--- config.mk ---
export PLATFORM = sky130hd
export DESIGN_NAME = regfile_write_arbiter
export DESIGN_NICKNAME = d
export VERILOG_FILES = /design/src/rtl/regfile_write_arbiter.sv
export SDC_FILE = /design/constraint.sdc
export NUM_CORES = 1
export LEC_CHECK = 0
export CAP_MARGIN = 15
export CORE_MARGIN = 8
export CORE_UTILIZATION = 19
export CTS_CLUSTER_DIAMETER = 60
export DETAILED_ROUTE_END_ITERATION = 6
export PLACE_DENSITY = 0.72
export SLEW_MARGIN = 25
export SYNTH_ARGS = -nofsm -noshare
export SYNTH_HDL_FRONTEND = slang
export SYNTH_SLANG_ARGS = --single-unit
--- constraint.sdc ---
create_clock -name clk -period 0.8 [get_ports clk]
set_input_delay 0.16 -clock clk [delete_from_list [all_inputs] [get_ports clk]]
set_output_delay 0.16 -clock clk [all_outputs]
set_load 0.005 [all_outputs]
--- src/rtl/regfile_write_arbiter.sv ---
// Round-robin arbiter that shares one register-file write port between requesters,
// with an optional clear sweep enabled by `define REGFILE_WRITE_ARBITER_CLEAR_EN.
module regfile_write_arbiter #(
  parameter int unsigned DTYPE = 8,
  parameter int unsigned NREGS = 4,
  parameter int unsigned NREQ  = 2
) (
  input  logic                     clk,
  input  logic                     reset,
  input  logic                     req$000_call,
  input  logic [$clog2(NREGS)-1:0] req$000_addr,
  input  logic [DTYPE-1:0]         req$000_data,
  output logic                     req$000_rdy,
  input  logic                     req$001_call,
  input  logic [$clog2(NREGS)-1:0] req$001_addr,
  input  logic [DTYPE-1:0]         req$001_data,
  output logic                     req$001_rdy,
  input  logic                     clear_call,
  output logic                     clear_rdy,
  output logic                     busy,
  output logic                     wr_call,
  output logic [$clog2(NREGS)-1:0] wr_addr,
  output logic [DTYPE-1:0]         wr_data
);

  localparam int unsigned AW = $clog2(NREGS);
  localparam int unsigned PW = (NREQ > 1) ? $clog2(NREQ) : 1;

  // The requester port list is fixed at two; the register count must be a power of two.
  if (NREQ != 2) begin : g_nreq_chk
    $error("regfile_write_arbiter: NREQ must be 2 to match the requester ports");
  end
  if ((NREGS < 2) || ((NREGS & (NREGS - 1)) != 0)) begin : g_nregs_chk
    $error("regfile_write_arbiter: NREGS must be a power of two >= 2");
  end

  logic [NREQ-1:0]  call;
  logic [AW-1:0]    addr [NREQ];
  logic [DTYPE-1:0] data [NREQ];

  assign call[0] = req$000_call;
  assign call[1] = req$001_call;
  assign addr[0] = req$000_addr;
  assign addr[1] = req$001_addr;
  assign data[0] = req$000_data;
  assign data[1] = req$001_data;

  logic [PW-1:0]   prio_q, prio_d;
  logic [PW-1:0]   gnt_idx;
  logic            found;
  int unsigned     rr_idx;
  logic [NREQ-1:0] rdy_vec;

  logic            arb_en;
  logic            sweep_wr;
  logic [AW-1:0]   sweep_addr;

  // First calling requester in cyclic order starting at prio.
  always_comb begin
    found   = 1'b0;
    gnt_idx = '0;
    rr_idx  = 0;
    for (int unsigned k = 0; k < NREQ; k++) begin
      rr_idx = (32'(prio_q) + k) % NREQ;
      if (!found && call[PW'(rr_idx)]) begin
        found   = 1'b1;
        gnt_idx = PW'(rr_idx);
      end
    end
  end

  always_ff @(posedge clk or negedge reset) begin
    if (!reset) begin
      prio_q <= '0;
    end else begin
      prio_q <= prio_d;
    end
  end

`ifdef REGFILE_WRITE_ARBITER_CLEAR_EN
  typedef enum logic [0:0] {
    IDLE  = 1'b0,
    CLEAR = 1'b1
  } state_e;

  state_e        state_q, state_d;
  logic [AW-1:0] cnt_q, cnt_d;

  always_ff @(posedge clk or negedge reset) begin
    if (!reset) begin
      state_q <= IDLE;
      cnt_q   <= '0;
    end else begin
      state_q <= state_d;
      cnt_q   <= cnt_d;
    end
  end

  // Sweep control; a clear accepted alongside a grant starts sweeping on the next cycle.
  always_comb begin
    state_d    = state_q;
    cnt_d      = cnt_q;
    arb_en     = 1'b0;
    clear_rdy  = 1'b0;
    busy       = 1'b0;
    sweep_wr   = 1'b0;
    sweep_addr = cnt_q;
    case (state_q)
      IDLE: begin
        arb_en    = reset;
        clear_rdy = reset;
        if (clear_call && reset) begin
          state_d = CLEAR;
          cnt_d   = '0;
        end
      end
      CLEAR: begin
        busy     = reset;
        sweep_wr = reset;
        cnt_d    = AW'(cnt_q + 1'b1);
        if (cnt_q == AW'(NREGS - 1)) begin
          state_d = IDLE;
          cnt_d   = '0;
        end
      end
      default: begin
        state_d = IDLE;
        cnt_d   = '0;
      end
    endcase
  end
`else
  logic unused_clear_call;
  assign unused_clear_call = clear_call;

  always_comb begin
    arb_en     = reset;
    clear_rdy  = 1'b0;
    busy       = 1'b0;
    sweep_wr   = 1'b0;
    sweep_addr = '0;
  end
`endif

  // Write-port mux: sweep writes take the port, otherwise the granted requester does.
  always_comb begin
    rdy_vec = '0;
    wr_call = 1'b0;
    wr_addr = '0;
    wr_data = '0;
    prio_d  = prio_q;
    if (sweep_wr) begin
      wr_call = 1'b1;
      wr_addr = sweep_addr;
    end else if (arb_en && found) begin
      rdy_vec[gnt_idx] = 1'b1;
      wr_call          = 1'b1;
      wr_addr          = addr[gnt_idx];
      wr_data          = data[gnt_idx];
      prio_d           = (gnt_idx == PW'(NREQ - 1)) ? '0 : PW'(gnt_idx + 1'b1);
    end
  end

  assign req$000_rdy = rdy_vec[0];
  assign req$001_rdy = rdy_vec[1];

endmodule
==> results of run 1 <==
where the power goes:
part           internal, mW  leakage (nW)  switching [mW]
sequential           0.0615        0.0112          0.0122
combinational         0.227         0.315           0.177
clock                     0             0               0
routing by layer:
| metal | part of all wire, % | routed length (um) |
|---|---|---|
| met1 | 40 | 505 |
| met2 | 48 | 615 |
| met3 | 12 | 149 |
| met4 | 0 | 0 |
| met5 | 0 | 0 |
what timing repair did:
action / 4_1_cts / 5_1_grt
endpoints found under the setup margin: 14 / 14
cloned: 1 / 0
pin swaps: 23 / 2
setup buffers: 0 / 0
resized for setup: 84 / 4
cell usage after synthesis:
| cell | n | area [um2] |
|---|---|---|
| buf_6 | 1 | 11.3 |
| o21ai_2 | 1 | 8.76 |
| nand2_1 | 22 | 82.6 |
| o22ai_1 | 10 | 62.6 |
| dfrtp_1 | 1 | 25.0 |
| buf_4 | 4 | 30.0 |
| a21oi_1 | 1 | 5.00 |
| inv_1 | 2 | 7.51 |
| nor2_1 | 4 | 15.0 |
| a31oi_1 | 1 | 6.26 |
| conb_1 | 1 | 3.75 |
| buf_2 | 1 | 5.00 |
worst paths after layout:
check	from	to	slack [ps]	depth (start not counted)
max	req$000_data[1]	wr_data[1]	-300	4
min	reset	prio_q	60	2
max reg2reg	prio_q	prio_q	70	2
min reg2reg	prio_q	prio_q	540	1
max in group asynchronous	reset	prio_q	640	2
min in group clk	req$001_call	prio_q	410	2
layout make-up:
class | instances | area (um2) | area share [%]
repair buffers | 43 | 345 | 51.6
multi-input cells | 41 | 270 | 40.4
flip-flops and latches | 1 | 25.0 | 3.74
well taps | 15 | 18.8 | 2.80
inverters | 2 | 10.0 | 1.50
logic make-up after synthesis:
family,Yosys count,share of synthesized area (%)
AOI/OAI and AO/OA,13,31.4
buffers and inverters,8,20.5
DFF,1,9.52
other,1,1.43
and+or+nand+nor,26,37.1
critical path: stages:
cell and delay, ps:
clkdlybuf4s50_1 450, nand2_1 80, o22ai_4 110, buf_2 130
placed cells by master (no fill, tap or decap), drive strengths merged:
| master | count |
|---|---|
| buf | 23 |
| nand2 | 22 |
| clkdlybuf4s50 | 10 |
| dlygate4sd2 | 10 |
| o22ai | 10 |
| nor2 | 4 |
| conb | 2 |
| inv | 2 |
| o21ai | 1 |
| a21oi | 1 |
| a31oi | 1 |
| dfrtp | 1 |
==> impl_metrics.ini, run 1 <==
[placed_design]
routabilityCongestion = 0.773
pre_cts_ws_ps = -1010
port_buffers = 36
placed_cell_area_um2 = 708
place_inst = 101

[global_routing]
grt_use_met1_pct = 10.2
grt_use_met2_pct = 17.2
grt_max_degree = 13
grt_overflow = 0
grt_antenna_before_repair = 0
grt_usage_pct = 9.05
grt_pass1_vias = 511
grt_pass1_wl_um = 2100
grt.busiest_layer = met2
gr-usage-met3_pct = 2.52

[final_layout]
finalInstanceArea_um2 = 669
syn_to_final_growth_pct = 155
top_register = prio_q
layout.nets = 114
diodes = 0
reg.largest.list = prio_q x1
fin_cells = 102
final_core_util_pct = 51.4
largest_reg_flops = 1
fillerInstances = 150
drive_above_1_share_pct = 43.7

[yosys]
yosysUniqueCellTypes = 12
avgSynthCellArea_um2 = 5.36
yosys_warnings = 0
synth_cells = 49
ys_ff_latch = 1
synth_area_um2 = 263
yosysSeqAreaShare_pct = 9.52

[die]
die-area_um2 = 2830
die_h_um = 53.2
start_util_pct = 20.2
core_area_um2 = 1300
die_w_um = 53.2
core.rowCount = 13
io_pins = 40

[drt]
avgViaCountPerCell = 4.73
dr.first_iter.drc_count = 0
drc = 0
firstDrtPassIters = 1
antenna_left = 0
wl_per_cell_um = 12.5
vias = 482
wl_um = 1270

[sta]
hold_violations = 0
skew_ps = 0
fin_ws_ps = -297
post-route-period-util_pct = 137
report.final.slew_viol_count = 0
fmax_mhz = 912
fin_crit_ps = 1100
rsz0062_at_grt = yes
tns_ps = -3340
whs_ps = 56.0
setup_viol = 12

[clock_tree]
clk_pin_slew_ps = 0
hold_buffers = 0
clock_latency_ps = 0

[outcome]
violations = negative setup slack
status = finished, violations left

[worst_setup_path]
worstSetupEndpointType = output port
worstSetupStartpointType = input pin
critical_path_arrival_ps = 940
crit_fanout = 1
cp.required_ps = 640
path_class = in -> out

[power]
power_leakage_nw = 0.326
ir_drop_v = 0.000415
powerDensity_nw_per_um2 = 713
power.total_mw = 0.478

[hold_path]
hold_class = in -> async

[flow_run]
drv_cap = 0
Power figures use the tool's default switching activity.
==> run 2: changes to the inputs <==
Settings changed: CORE_AREA set to 8 8 45 47, CORE_MARGIN 8 to unset, CORE_UTILIZATION 19 to unset, DIE_AREA set to 0 0 53 55, PLACE_DENSITY 0.72 to 0.71.
Clock period 0.8 ns to 1.25 ns, I/O delays scaled along.
==> run 2 against run 1 <==
The run now ends clean. Sequential power decreased by 26%. Via count decreased by 4.4%. Final cell count grew 0.98%. Global-route usage fell by 0.15 points. Sequential share of layout area grew 0.27 points. Power fell by 39%. Flip-flop and latch count unchanged. Critical path type is now reg -> out. Largest power group unchanged. Highest routed layer unchanged.
==> impl_metrics.ini, run 2 (synthesis results as in run 1) <==
[drt]
antenna_left = 0
vias = 461
drc = 0
firstDrtPassIters = 2
avgViaCountPerCell = 4.48
wl_um = 1400
wl_per_cell_um = 13.6
dr.first_iter.drc_count = 1

[global_routing]
grt_usage_pct = 8.90
grt_antenna_before_repair = 0
grt_pass1_wl_um = 2060
grt_pass1_vias = 456
grt_max_degree = 13
grt_overflow = 0

[worst_setup_path]
cp.required_ps = 1000
worstSetupEndpointType = output port
critical_path_arrival_ps = 970
crit_fanout = 5
path_class = reg -> out
worstSetupStartpointType = flip-flop

[power]
seq_power_share_pct = 18.7
switching_share_pct = 40.6
ir_drop_v = 0.000256
power_frac_comb_pct = 81.3
powerDensity_nw_per_um2 = 447
p_switching_mw = 0.119
internal_power_mw = 0.174
power_leakage_nw = 0.359
clkPwrFrac_pct = 0

[sta]
post-route-period-util_pct = 97.8
fin_crit_ps = 1220
setup_viol = 0
hold_violations = 0
tns_ps = 0
fmax_mhz = 818
rsz0062_at_grt = yes
report.final.slew_viol_count = 0
skew_ps = 0
whs_ps = 225

[final_layout]
largest_reg_flops = 1
final_cell_mix = nand2_1 (20), dlygate4sd2_1 (17), buf_2 (11)
diodes = 0
fin_cells = 103
drive_above_1_share_pct = 31.0
final_common_cell = nand2_1
layout.nets = 114
final_core_util_pct = 47.4
syn_to_final_growth_pct = 150
top_register = prio_q
reg.largest.list = prio_q x1

[die]
io_pins = 40
die_w_um = 53
core_area_um2 = 1380
start_util_pct = 19.0
die_h_um = 55
die-area_um2 = 2920
core.rowCount = 14

[clock_tree]
clock_latency_ps = 0
clk_pin_slew_ps = 0

[hold_path]
hold_class = in -> async

[placed_design]
routabilityCongestion = 0.655
dpl.hpwl_um = 1050
port_buffers = 36
place_inst = 100

[flow_run]
drv_cap = 0

[outcome]
status = complete, no violations
run 2: cell types whose count changed in the layout (fill, tap and decap cells not counted), moves of 3 or more:
cell and change:
dlygate4sd2_1 +7, o22ai_2 -7, clkdlybuf4s50_1 -9, buf_2 -4
dlymetal6s2s_1 +3, o22ai_1 +8, buf_6 -5
run 2: stage by stage:
step	area, um2	total power, mW	setup WS [ps]
CTS	641	0.295	-2.60
floorplan	267	0.138	199
global route	656	0.315	-12.3
global placement	643	0.292	-832
finish	656	0.293	27.1
detailed placement	643	0.294	-857
run 2: path summary, 6_finish.rpt:
kind	start	end	slack, ps	cells after the start
max	prio_q	wr_data[5]	30	4
min	reset	prio_q	220	2
max reg2reg	prio_q	prio_q	370	3
min reg2reg	prio_q	prio_q	680	2
max in group asynchronous	reset	prio_q	910	2
min in group clk	req$001_call	prio_q	670	3
run 2: critical path, stage by stage, from the launching register on:
cell and delay, ps:
dfrtp_2 430, o21ai_4 210, buf_6 140, o22ai_2 60
buf_2 130
run 2: area by class of cell:
type,count,area (um2)
fillers,164,728
flip-flops and latches,1,26.3
well taps,16,20.0
repair buffers,42,368
multi-input cells,42,234
inverters,2,7.51
run 2: timing repair:
action	CTS	global route
cloned	2	0
endpoints found under the setup margin	13	9
gates resized for setup	84	7
pin swaps	17	6
buffers inserted	1	0
hold buffers	0	0
run 2: layer usage:
layer,vias to the layer above,GRT usage (%),part of all wire [%]
li1,239,-,-
met5,-,0,0
met3,0,4.28,11
met2,19,15.8,53
met1,203,10.0,36
met4,0,0,0
run 2: power by group through the flow:
| stage | clock network (mW) | logic (mW) | registers, mW |
|---|---|---|---|
| after detailed placement | 0 | 0.249 | 0.0452 |
| after CTS | 0 | 0.240 | 0.0552 |
| after global routing | 0 | 0.259 | 0.0556 |
| after floorplan | 0 | 0.0922 | 0.0454 |
| final | 0 | 0.238 | 0.0548 |
| after global placement | 0 | 0.247 | 0.0447 |
